`config.mk`:
```
export PLATFORM = sky130hd
export DESIGN_NAME = ov7670_capture
export DESIGN_NICKNAME = d
export VERILOG_FILES = /design/src/rtl/cam_pkg.sv /design/src/rtl/cam_edge_det.sv /design/src/rtl/ov7670_capture.sv
export SDC_FILE = /design/constraint.sdc
export NUM_CORES = 1
export LEC_CHECK = 0
export BUFFER_PORTS_ARGS = -buffer_cell sky130_fd_sc_hd__buf_2
export CORE_MARGIN = 2
export CORE_UTILIZATION = 38
export CTS_CLUSTER_DIAMETER = 80
export DETAILED_ROUTE_END_ITERATION = 10
export PLACE_DENSITY_LB_ADDON = 0.08
export SYNTH_ARGS = -nofsm -noshare
export SYNTH_HDL_FRONTEND = slang
export SYNTH_SLANG_ARGS = --single-unit
```
`constraint.sdc`:
```
create_clock -name pclk -period 4.4 [get_ports pclk]
set_input_delay 1.1 -clock pclk [delete_from_list [all_inputs] [get_ports pclk]]
set_output_delay 1.1 -clock pclk [all_outputs]
set_load 0.05 [all_outputs]
```
`src/rtl/cam_pkg.sv`:
```
// Shared types and helpers for the OV7670 capture path.
package cam_pkg;

    typedef enum logic [1:0] {
        WAIT_VS = 2'd0,
        SKIP    = 2'd1,
        CAPTURE = 2'd2
    } cap_state_t;

    localparam int H_ACTIVE_DEF = 640;
    localparam int V_ACTIVE_DEF = 480;
    localparam int PIX_W        = 12;

    // Even byte carries R in its low nibble; odd byte is {G,B}.
    function automatic logic [PIX_W-1:0] rgb444_pack(input logic [3:0] red,
                                                     input logic [7:0] green_blue);
        return {red, green_blue};
    endfunction

endpackage

```
`src/rtl/cam_edge_det.sv`:
```
// Rise/fall pulse generator for an already-registered level.
module cam_edge_det (
    input  logic pclk,
    input  logic rst,
    input  logic level,
    output logic rise,
    output logic fall
);
    logic prev;

    always_ff @(posedge pclk or posedge rst) begin
        if (rst) prev <= 1'b0;
        else     prev <= level;
    end

    assign rise = level & ~prev;
    assign fall = ~level & prev;

endmodule

```
`src/rtl/ov7670_capture.sv`:
```
// OV7670 byte-stream capture: RGB444 pixel packing into linear frame-buffer writes.
// state   | meaning
// WAIT_VS | idle until the next frame start (vsync fall)
// SKIP    | settling frame after reset, no writes
// CAPTURE | frame being written to the frame buffer
module ov7670_capture
    import cam_pkg::*;
#(
    parameter int H_ACTIVE    = H_ACTIVE_DEF,
    parameter int V_ACTIVE    = V_ACTIVE_DEF,
    parameter int ADDR_W      = 19,
    parameter int SKIP_FRAMES = 2
) (
    input  logic              pclk,
    input  logic              rst,
    input  logic              cam_vsync,
    input  logic              cam_href,
    input  logic [7:0]        cam_data,
    output logic              wr_en,
    output logic [ADDR_W-1:0] wr_addr,
    output logic [PIX_W-1:0]  wr_data,
    output logic              frame_done,
    output logic [7:0]        frame_cnt,
    output logic              line_err,
    output logic              ovf_err
);
    localparam int                AW1       = ADDR_W + 1;
    localparam int                COL_W     = $clog2(H_ACTIVE + 2);
    localparam logic [COL_W-1:0]  COL_FULL  = COL_W'(H_ACTIVE);
    localparam logic [COL_W-1:0]  COL_MAX   = '1;
    localparam logic [ADDR_W-1:0] LAST_ADDR = ADDR_W'(H_ACTIVE * V_ACTIVE - 1);
    localparam logic [ADDR_W:0]   ROW_STEP  = AW1'(H_ACTIVE);
    localparam logic [ADDR_W:0]   TOTAL     = AW1'(H_ACTIVE * V_ACTIVE);

    logic              r_vs;
    logic              r_href;
    logic [7:0]        r_data;
    logic              vs_rise;
    logic              vs_fall;
    logic              href_rise;
    logic              href_fall;

    cap_state_t        state;
    cap_state_t        state_next;
    logic [7:0]        skip_cnt;
    logic              phase;
    logic [3:0]        red;
    logic [COL_W-1:0]  col;
    logic [ADDR_W-1:0] row_base;
    logic [ADDR_W-1:0] pix_addr;
    logic              full;

    logic              cap_start;
    logic              cap_end;
    logic              skip_dec;
    logic              accept;
    logic              line_close;
    logic              line_bad;
    logic [ADDR_W:0]   next_row;

    always_ff @(posedge pclk or posedge rst) begin
        if (rst) begin
            r_vs   <= 1'b0;
            r_href <= 1'b0;
            r_data <= 8'd0;
        end else begin
            r_vs   <= cam_vsync;
            r_href <= cam_href;
            r_data <= cam_data;
        end
    end

    cam_edge_det u_vs_edge (
        .pclk  (pclk),
        .rst   (rst),
        .level (r_vs),
        .rise  (vs_rise),
        .fall  (vs_fall)
    );

    cam_edge_det u_href_edge (
        .pclk  (pclk),
        .rst   (rst),
        .level (r_href),
        .rise  (href_rise),
        .fall  (href_fall)
    );

    always_comb begin
        state_next = state;
        cap_start  = 1'b0;
        cap_end    = 1'b0;
        skip_dec   = 1'b0;
        accept     = 1'b0;
        line_close = 1'b0;
        case (state)
            WAIT_VS: begin
                if (vs_fall) begin
                    state_next = (skip_cnt != 8'd0) ? SKIP : CAPTURE;
                    cap_start  = 1'b1;
                end
            end
            SKIP: begin
                if (vs_rise) begin
                    state_next = WAIT_VS;
                    skip_dec   = 1'b1;
                end
            end
            CAPTURE: begin
                // A line still open at frame end is closed in the same cycle.
                line_close = href_fall | (vs_rise & r_href);
                accept     = r_href & ~vs_rise;
                if (vs_rise) begin
                    state_next = WAIT_VS;
                    cap_end    = 1'b1;
                end else if (vs_fall) begin
                    cap_start  = 1'b1;
                end
            end
            default: state_next = WAIT_VS;
        endcase
    end

    assign line_bad = phase | (col != COL_FULL);
    assign next_row = {1'b0, row_base} + ROW_STEP;

    always_ff @(posedge pclk or posedge rst) begin
        if (rst) begin
            state      <= WAIT_VS;
            skip_cnt   <= 8'(SKIP_FRAMES);
            phase      <= 1'b0;
            red        <= 4'd0;
            col        <= '0;
            row_base   <= '0;
            pix_addr   <= '0;
            full       <= 1'b0;
            wr_en      <= 1'b0;
            wr_addr    <= '0;
            wr_data    <= '0;
            frame_done <= 1'b0;
            frame_cnt  <= 8'd0;
            line_err   <= 1'b0;
            ovf_err    <= 1'b0;
        end else begin
            state      <= state_next;
            wr_en      <= 1'b0;
            frame_done <= 1'b0;

            if (skip_dec) skip_cnt <= skip_cnt - 8'd1;

            if (cap_end) begin
                frame_done <= 1'b1;
                frame_cnt  <= frame_cnt + 8'd1;
            end

            if (cap_start) begin
                pix_addr <= '0;
                row_base <= '0;
                phase    <= 1'b0;
                col      <= '0;
                full     <= 1'b0;
            end else begin
                if (href_rise) begin
                    phase <= 1'b0;
                    col   <= '0;
                end
                if (accept) begin
                    if (!phase) begin
                        red   <= r_data[3:0];
                        phase <= 1'b1;
                    end else begin
                        phase <= 1'b0;
                        if (col != COL_MAX) col <= col + 1'b1;
                        if (full) begin
                            ovf_err <= 1'b1;
                        end else begin
                            wr_en   <= 1'b1;
                            wr_addr <= pix_addr;
                            wr_data <= rgb444_pack(red, r_data);
                            if (pix_addr == LAST_ADDR) full <= 1'b1;
                            else                       pix_addr <= pix_addr + 1'b1;
                        end
                    end
                end
                if (line_close) begin
                    phase <= 1'b0;
                    col   <= '0;
                    if (line_bad) line_err <= 1'b1;
                    // Once the frame is full, address and row base stay put.
                    if (!full) begin
                        row_base <= next_row[ADDR_W-1:0];
                        if (line_bad) begin
                            if (next_row >= TOTAL) full     <= 1'b1;
                            else                   pix_addr <= next_row[ADDR_W-1:0];
                        end
                    end
                end
            end
        end
    end

endmodule

```
Word-level counts from Yosys, hierarchy flattened
Cells that the tools add are included.
{"block": "word_totals", "reg_bits": 119, "ram_bits": 0, "out_inout_bits": 43, "latch_bits": 0, "n_memories": 0, "rom_bits": 0}
{"block": "classes", "n_shift": 0, "n_lt_le_gt_ge": 1, "reduce_logical": 11, "n_addsub": 5, "n_eq_ne": 8, "mux": 49, "n_div": 0, "bitwise_logic": 16, "n_mul": 0}
{"op": "19-bit 2-to-1 mux", "n": 12}
{"op": "10-bit 2-to-1 mux", "n": 6}
{"op": "1-bit 2-to-1 mux", "n": 26}
{"op": "19-bit by 10-bit adder with 20-bit output, second input constant", "n": 1}
{"op": "20-bit by 19-bit greater-or-equal comparator with 1-bit output, second input constant", "n": 1}
{"op": "10-bit != test, second input constant", "n": 2}
{"op": "19-bit by 1-bit adder with 19-bit output, second input constant", "n": 1}
{"op": "19-bit equality test, second input constant", "n": 1}
{"op": "10-bit by 1-bit adder with 10-bit output, second input constant", "n": 1}
{"op": "8-bit by 1-bit adder with 8-bit output, second input constant", "n": 1}
{"op": "1-bit inverter", "n": 8}
{"op": "4-bit AND reduction", "n": 2}
{"op": "8-bit nonzero test", "n": 1}
{"op": "8-bit by 1-bit subtractor with 8-bit output, second input constant", "n": 1}
{"op": "1-bit bitwise AND", "n": 6}
{"op": "2-bit 2-to-1 mux", "n": 3}
{"op": "2-bit by 1-bit != test with 1-bit output, second input constant", "n": 3}
{"op": "3-bit AND reduction", "n": 2}
{"op": "2-bit case mux with 2 select lines", "n": 1}
{"op": "2-bit AND reduction", "n": 2}
{"op": "4-bit nonzero test", "n": 1}
{"op": "2-bit by 1-bit equality test with 1-bit output, second input constant", "n": 1}
{"op": "2-bit equality test, second input constant", "n": 1}
{"op": "2-bit zero test", "n": 1}
{"op": "4 further kinds", "n": 5}

Longest topological paths before layout
Gate-level depths: netlist (run 1).
{"block": "logic_depth", "ltp_word": 11, "mapped_depth": 10, "ltp_nobuf": 8}

Modules after synthesis
From an unflattened synthesis (run 1), not the netlist that was laid out.
{"block": "unflattened", "cells_unflattened": 500, "area_unflattened_um2": 5471.5}
{"mod": "ov7670_capture", "cells_each": 492, "area_each_um2": 5383.9, "instances": 1, "seq_area_each_um2": 2753.9}
{"mod": "cam_edge_det", "cells_each": 4, "area_each_um2": 43.8, "instances": 2, "seq_area_each_um2": 25.0}

Least setup slack after synthesis (run 1)
No wires, ideal clock.
{"block": "synth_path", "path_type": "register -> register", "start": "register row_base[7]", "end": "register pix_addr[10]", "period_less_slack_ns": 2.120, "setup_ns": 0.095, "required_ns": 4.305, "path_buffers": 0, "path_stages_with_launch": 8, "slack_ns": 2.280, "t_arrival_ns": 2.024, "cell_sequence": "dfrtp_1 -> ha_1 -> nor2_1 -> nand4b_1 -> xor2_1 -> a311o_2 -> a221o_1 -> o31ai_1"}
{"block": "synth_via", "elab_chain_cells": 7}
{"element": "start: declaration", "line": "ov7670_capture.sv:49", "rtl": "logic [ADDR_W-1:0] row_base;"}
{"element": "start signal: assignment", "line": "ov7670_capture.sv:191", "rtl": "row_base <= next_row[ADDR_W-1:0];"}
{"element": "19-bit by 10-bit adder with 20-bit output (*)", "line": "ov7670_capture.sv:125", "rtl": "assign next_row = {1'b0, row_base} + ROW_STEP;"}
{"element": "20-bit by 19-bit greater-or-equal comparator with 1-bit output", "line": "ov7670_capture.sv:193", "rtl": "if (next_row >= TOTAL) full <= 1'b1;"}
{"element": "19-bit 2-to-1 mux (*)", "line": "ov7670_capture.sv:193"}
{"element": "19-bit 2-to-1 mux (*)", "line": "ov7670_capture.sv:192", "rtl": "if (line_bad) begin"}
{"element": "19-bit 2-to-1 mux (*)", "line": "ov7670_capture.sv:190", "rtl": "if (!full) begin"}
{"element": "19-bit 2-to-1 mux (*)", "line": "ov7670_capture.sv:185", "rtl": "if (line_close) begin"}
{"element": "19-bit 2-to-1 mux (*)", "line": "ov7670_capture.sv:156", "rtl": "if (cap_start) begin"}
{"element": "end signal: assignment", "line": "ov7670_capture.sv:181", "rtl": "else pix_addr <= pix_addr + 1'b1;"}
{"element": "end signal: assignment", "line": "ov7670_capture.sv:194", "rtl": "else pix_addr <= next_row[ADDR_W-1:0];"}
{"element": "end: declaration", "line": "ov7670_capture.sv:50", "rtl": "logic [ADDR_W-1:0] pix_addr;"}
Every way passes the cells marked *; elsewhere a longest branch is shown, timed or not.
A chain may end at the register's enable or synchronous reset.

Worst setup path after layout (run 1)
{"block": "layout_path", "start": "register state[0]", "end": "register pix_addr[13]"}
{"block": "layout_via", "elab_chain_cells": 8}
{"element": "start: declaration", "line": "ov7670_capture.sv:43", "rtl": "cap_state_t state;"}
{"element": "start signal: assignment", "line": "ov7670_capture.sv:145", "rtl": "state <= state_next;"}
{"element": "2-bit equality test", "line": "ov7670_capture.sv:96", "rtl": "case (state)"}
{"element": "1-bit 2-to-1 mux", "line": "ov7670_capture.sv:96"}
{"element": "19-bit 2-to-1 mux", "line": "ov7670_capture.sv:167", "rtl": "if (accept) begin"}
{"element": "19-bit 2-to-1 mux", "line": "ov7670_capture.sv:193"}
{"element": "19-bit 2-to-1 mux", "line": "ov7670_capture.sv:192"}
{"element": "19-bit 2-to-1 mux", "line": "ov7670_capture.sv:190"}
{"element": "19-bit 2-to-1 mux", "line": "ov7670_capture.sv:185"}
{"element": "19-bit 2-to-1 mux (*)", "line": "ov7670_capture.sv:156"}
Marked as above.

==> results.ini, run 1 <==
[critical_path]
cp-end-kind = flip-flop
crit_family = simple AND/OR/NAND/NOR gates
cp.required_ps = 4620
max_stage_delay_ps = 450
path_class = reg -> reg
critPathArrivalTime_ps = 2940
worst_path_most_repeated_cell = inv_1
crit-reg2reg-launch = state[0]$_DFFE_PP0P_
path_max_fanout = 13
worst-path-buf-inv = 2
cp_slowest_cell = a211o_1
critPathLaunchType = flip-flop
crit_start = state[0]$_DFFE_PP0P_
crit_chain = inv_1, ha_1, inv_1, a211o_1, nand2b_1, or3_4, nor2_2, a211oi_1

[sta]
rsz0062_at_grt = false
setup_viol = 0
hold_viol = 0
relSlewSlack = 0.390
fin_crit_ps = 2720
totalNegativeSetupSlack_ps = 0
clock.fmax_mhz = 368
finClkSkew_ps = 12.6
min_period_over_period = 0.618
max_slew.worst_pin.slew_ps = 914
slew_viol_final = 0

[pwr]
ir_worst_vdd_mv = 0.236
pwr-share-seq = 0.447
cellLeakagePower_nw = 2.83
power_density_nw_per_um2 = 518
comb_power_share = 0.304
intPower_mw = 1.96
pwr-share-clk = 0.249
power_switching_mw = 1.22
p_sw_frac = 0.384

[clock_tree]
clk_latency_ps = 360
numCtsBuffers = 9
clock_sinks = 112
ctsResizeCount = 0
postCtsHoldBufs = 0
cts_tree = yes
root_buffer = clkbuf_16
clockBufferDepth = 2
cts.clk_slew.worst_paths_ps = 70
htree_levels = 3
post_cts_buffers = 0

[yosys]
yosysSeqAreaShare = 0.520
yosys-top-cells-area = dfrtp_1, mux2_2, xnor2_1
synth_cell_types = 71
synth.top_cell.area_share = 0.515
synth_edf_count = 0
synth.avg_cell_area_sq_um = 11.1
synth_ff_type = dfrtp_1
syn_area_sq_um = 5390
async_reset_ff_frac = 1.00
synth_cells = 486
syn_nets = 509
ys_warn_count = 0
synth-seq-cells = 112
yosys.area.top_type = dfrtp_1

[drt]
drt-total-wl_um = 11400
vias_per_cell = 5.21
drc_errors = 0
drtAntennaViolNets = 0
wl_per_cell_um = 15.7
drt_pass1_iterations = 7
route.vias.total = 3779
drtIter0Drc = 192

[global_routing]
grt.total_usage = 0.163
antenna_found_initial = 0
overflow = 0
grt_max_degree = 66
grt_pass1_vias = 3741
grt_pass1_wl_um = 19300

[floorplanning]
die-height_um = 123
dieArea_sq_um = 15100
coreArea_sq_um = 13900
io_pins = 55
placementRows = 43
initial_utilization = 0.388
die_x_um = 123

[place]
place_congestion = 0.885
placed_cell_area_sq_um = 5870
hpwl_um = 8150
port_buffers = 54
dp.cells = 709

[cells_and_area]
design_area_sq_um = 6160
final_cell_mix = dfrtp_1, buf_2, nor2_1, mux2_2, nand2_1
fin_nets = 563
drive_above_1_share = 0.244
final_cells = 725
final_common_cell = dfrtp_1
num_antenna_cells = 0
final_util = 0.443
fill_cells = 1315
area_growth_pct = 14.2

[outcome]
status = complete, no violations

[min_path]
hold_path.class = reg -> reg
min_from = line_err$_DFFE_PP0P_

[job]
cap_violations = 0

flip-flops by register name (all words and copies together) (netlist names):
register          count
skip_cnt              8
wr_data              12
line_err              1
state                 2
ovf_err               1
r_data                8
red                   4
phase                 1
u_vs_edge.prev        1
wr_en                 1
frame_cnt             8
u_href_edge.prev      1
full                  1
r_href                1
r_vs                  1
wr_addr              19
frame_done            1
col                  10
pix_addr             19
row_base             12
final cells by class:
cell class,count,area (sq um),area share
timing repair buffer,59,320,0.0520
clock buffer,12,256,0.0417
inverter,13,51.3,0.00833
tap,180,225,0.0366
sequential,112,2800,0.455
multi-input combinational,345,2470,0.401
clock inverter,4,28.8,0.00467
layer usage:
layer  vias to the layer above  routed length [um]  part of all wire  track usage
li1                       1857                   -                 -            -
met1                      1857                5530              0.49        0.227
met2                        55                5320              0.47        0.252
met3                        10                 381             0.033       0.0369
met4                         0                 145             0.013       0.0533
met5                         -                   0                 0            0
worst paths after layout:
check	endpoint	slack, ps	cells past startpoint
setup / recovery	pix_addr[13]$_DFF_PP0_	1680	8
hold / removal	line_err$_DFFE_PP0P_	460	1
setup reg to reg	pix_addr[13]$_DFF_PP0_	1680	8
hold reg to reg	line_err$_DFFE_PP0P_	460	1
max in group asynchronous	skip_cnt[1]$_DFFE_PP1P_	2810	3
min in group asynchronous	r_data[4]$_DFF_PP0_	810	2
cell usage after synthesis (all sizes together), types with 3 or more instances:
| cell type | instances |
|---|---|
| and3 | 8 |
| dfrtp | 111 |
| nor4 | 10 |
| ha | 11 |
| nand3 | 21 |
| a21oi | 17 |
| buf | 8 |
| nand4 | 9 |
| xor2 | 21 |
| clkbuf | 8 |
| inv | 13 |
| nand3b | 4 |
| nor2b | 5 |
| mux2i | 3 |
| o21ai | 19 |
| mux2 | 36 |
| nand2b | 6 |
| a211oi | 6 |
| xnor2 | 25 |
| o31ai | 5 |
| or3 | 4 |
| nand2 | 36 |
| a221oi | 3 |
| nor2 | 40 |
| nor3 | 19 |
power by group through the flow:
stage	clock (mW)	sequential (mW)	combinational (mW)
floorplan	0	1.70	0.460
global placement	0	1.44	0.972
detailed placement	0	1.44	0.978
CTS	0.831	1.42	0.983
global route	0.867	1.46	1.05
finish	0.794	1.42	0.968
through the flow:
step	hold slack [ps]	setup WS, ps	total power, mW
3_3_place_gp	446	1740	2.41
5_1_grt	484	1490	3.38
3_5_place_dp	455	1670	2.42
6_report	463	1680	3.19
4_1_cts	470	1640	3.24
2_1_floorplan	436	343	2.16
logic make-up (layout without fill, tap and decap cells):
kind of cell               count (synthesis)  in the layout  share of synthesized area
muxes                                     39             39                     0.0808
xor gates and xnor gates                  46             46                     0.0748
AOI/OAI and AO/OA                         78             78                      0.109
DFF                                      112            112                      0.520
and+or+nand+nor                          171            171                      0.166
buffers and inverters                     29             88                     0.0230
adders and majority gates                 11             11                     0.0255
No activity file was read; power rests on OpenSTA's default activity.
==> run 2, diff against run 1 <==
==> constraint.sdc (replaced) <==
create_clock -name pclk -period 2.6 [get_ports pclk]
set_input_delay 0.65 -clock pclk [delete_from_list [all_inputs] [get_ports pclk]]
set_output_delay 0.65 -clock pclk [all_outputs]
set_load 0.05 [all_outputs]
==> results.ini, run 2 (same netlist as run 1, synthesis figures left out) <==
[cells_and_area]
seq_area_sq_um = 2800  ; unchanged
final_cell_mix = dfrtp_1, buf_2, nor2_1, mux2_2, nand2_1  ; unchanged
reg.largest.list = pix_addr x19, wr_addr x19  ; unchanged
drive_above_1_share = 0.259  ; was 0.244
area_growth_pct = 16.7  ; was 14.2%
multi_input_area_sq_um = 2480  ; was 2470 sq um
fill_cells = 1313  ; was 1315
num_antenna_cells = 0  ; unchanged
fin_nets = 573  ; was 563
final_common_cell = dfrtp_1  ; unchanged

[critical_path]
crit-reg2reg-launch = state[0]$_DFFE_PP0P_  ; unchanged
worst-path-buf-inv = 3  ; was 2
critPathArrivalTime_ps = 2580  ; was 2940 ps
worstRegToRegCells = 9  ; was 8
cp_num_cells = 9  ; was 8
path_max_fanout = 11  ; was 13
cp-end-kind = flip-flop  ; unchanged
max_stage_delay_ps = 410  ; was 450 ps
crit_family = simple AND/OR/NAND/NOR gates  ; unchanged
path_class = reg -> reg  ; unchanged
cp.required_ps = 2830  ; was 4620 ps
worstReg2RegEnd = pix_addr[17]$_DFF_PP0_  ; was pix_addr[13]$_DFF_PP0_
critPathLaunchType = flip-flop  ; unchanged
worst_path_most_repeated_cell = inv_1  ; unchanged
cp_slowest_cell = dfrtp_1  ; was a211o_1
crit_chain = inv_1, ha_1, inv_1, a211o_1, nand2b_1, or3_4, nor2_2, buf_4, a211oi_1  ; was inv_1, ha_1, inv_1, a211o_1, nand2b_1, or3_4, nor2_2, a211oi_1
r2r_slack_ps = 250  ; was 1680 ps

[sta]
slew_viol_final = 0  ; unchanged
fin_hold_ws_ps = 393  ; was 463 ps
setup_viol = 0  ; unchanged
finClkSkew_ps = 8.17  ; was 12.6 ps
hold_viol = 0  ; unchanged
rsz0062_at_grt = false  ; unchanged
max_slew.worst_pin.slew_ps = 603  ; was 914 ps
min_period_over_period = 0.906  ; was 0.618
relSlewSlack = 0.595  ; was 0.390
totalNegativeSetupSlack_ps = 0  ; unchanged
clock.fmax_mhz = 425  ; was 368 MHz
fin_crit_ps = 2350  ; was 2720 ps

[global_routing]
met2_usage = 0.252  ; about the same
grt_pass1_vias = 3764  ; was 3741
grt.total_usage = 0.162  ; was 0.163
top_usage_layer = met2  ; unchanged
grt_max_degree = 113  ; was 66
antenna_found_initial = 0  ; unchanged
grt_util_met1 = 0.218  ; was 0.227
overflow = 0  ; unchanged
grt_pass1_wl_um = 19200  ; was 19300 um
use_met3 = 0.0415  ; was 0.0369

[floorplanning]
dieArea_sq_um = 15100  ; unchanged
initial_utilization = 0.388  ; unchanged
die-height_um = 123  ; unchanged
coreArea_sq_um = 13900  ; unchanged
io_pins = 55  ; unchanged
die_x_um = 123  ; unchanged
placementRows = 43  ; unchanged

[pwr]
intPower_mw = 3.41  ; was 1.96 mW
pwr-share-clk = 0.266  ; was 0.249
comb_power_share = 0.301  ; was 0.304
power_switching_mw = 2.13  ; was 1.22 mW
power_density_nw_per_um2 = 882  ; was 518 nW/um^2
cellLeakagePower_nw = 2.91  ; was 2.83 nW
pwr-share-seq = 0.433  ; was 0.447
p_sw_frac = 0.384  ; about the same
ir_worst_vdd_mv = 0.429  ; was 0.236 mV

[outcome]
status = complete, no violations  ; unchanged

[clock_tree]
clock_sinks = 112  ; unchanged
postCtsHoldBufs = 0  ; unchanged
numCtsBuffers = 9  ; unchanged
clockBufferDepth = 2  ; unchanged
cts.clk_slew.worst_paths_ps = 80  ; was 70 ps
clk_latency_ps = 360  ; about the same
htree_levels = 3  ; unchanged
cts_tree = yes  ; unchanged
root_buffer = clkbuf_16  ; unchanged

[min_path]
hold-path-cell-count = 1  ; unchanged
min_from = cam_data[0]  ; was line_err$_DFFE_PP0P_
min_to = r_data[0]$_DFF_PP0_  ; was line_err$_DFFE_PP0P_
hold_path.class = in -> reg  ; was reg -> reg

[place]
port_buffers = 54  ; unchanged
hpwl_um = 7990  ; was 8150 um
place_congestion = 0.879  ; was 0.885

[job]
cap_violations = 0  ; unchanged

[drt]
drtAntennaViolNets = 0  ; unchanged
wl_per_cell_um = 15.7  ; about the same
route.vias.total = 3870  ; was 3779
drtIter0Drc = 180  ; was 192
drt_pass1_iterations = 4  ; was 7
drt-total-wl_um = 11500  ; was 11400 um
drc_errors = 0  ; unchanged
vias_per_cell = 5.27  ; was 5.21

-- run 2: changes by cell type in the layout (fill, tap and decap cells not counted), moves of 2 or more --
cell	previous run	this run
inv_6	1	3
buf_4	4	13
clkinv_8	0	2
clkbuf_8	2	0
-- run 2: how the worst max path moves through the flow --
stage	slack, ps	from	end
floorplan	480	row_base[7]$_DFFE_PP0P_	pix_addr[10]$_DFF_PP0_
global route	50	row_base[7]$_DFFE_PP0P_	pix_addr[2]$_DFF_PP0_
detailed placement	190	row_base[7]$_DFFE_PP0P_	pix_addr[2]$_DFF_PP0_
finish	250	state[0]$_DFFE_PP0P_	pix_addr[17]$_DFF_PP0_
global placement	250	state[0]$_DFFE_PP0P_	pix_addr[12]$_DFF_PP0_
CTS	180	state[0]$_DFFE_PP0P_	pix_addr[10]$_DFF_PP0_
-- run 2: layout make-up --
class	count	share of cell area
clock inverters	7	0.0155
flip-flops and latches	112	0.446
multi-input cells	345	0.394
repair buffers	69	0.0649
clock buffers	9	0.0358
inverters	13	0.00836
well taps	180	0.0358
-- run 2: worst register-to-register path, delay by kind of cell (launching register included) --
family	cells	cell delay, ps
compound gates	2	390
fa+ha+maj	1	300
buf+inv	3	390
flops	1	410
simple gates	3	730
-- run 2: metal layers --
| metal | vias to the layer above | wire, um |
|---|---|---|
| met5 | - | 0 |
| met4 | 0 | 272 |
| met3 | 22 | 479 |
| met2 | 94 | 5370 |
| met1 | 1879 | 5410 |
| li1 | 1875 | - |
-- run 2: power groups by stage --
stage               Sequential [mW]  Combinational [mW]  Clock [mW]
floorplan                      2.88               0.778           0
global placement               2.42                1.67           0
detailed placement             2.44                1.68           0
CTS                            2.41                1.69        1.53
global route                   2.47                1.82        1.59
finish                         2.40                1.67        1.47
-- run 2: what timing repair did --
item                       4_1_cts  5_1_grt
setup buffers                    0        0
setup endpoints to repair        0        3
gates resized for setup          0        1
-- run 2: through the flow --
step	util	worst slack, ps	cells	cell area (sq um)	power (mW)
floorplan	-	480	486	5390	3.66
global placement	0.429	249	719	5960	4.09
detailed placement	0.429	191	719	5960	4.12
CTS	0.453	176	735	6280	5.63
global route	0.453	50.0	735	6290	5.88
finish	0.453	245	735	6290	5.55
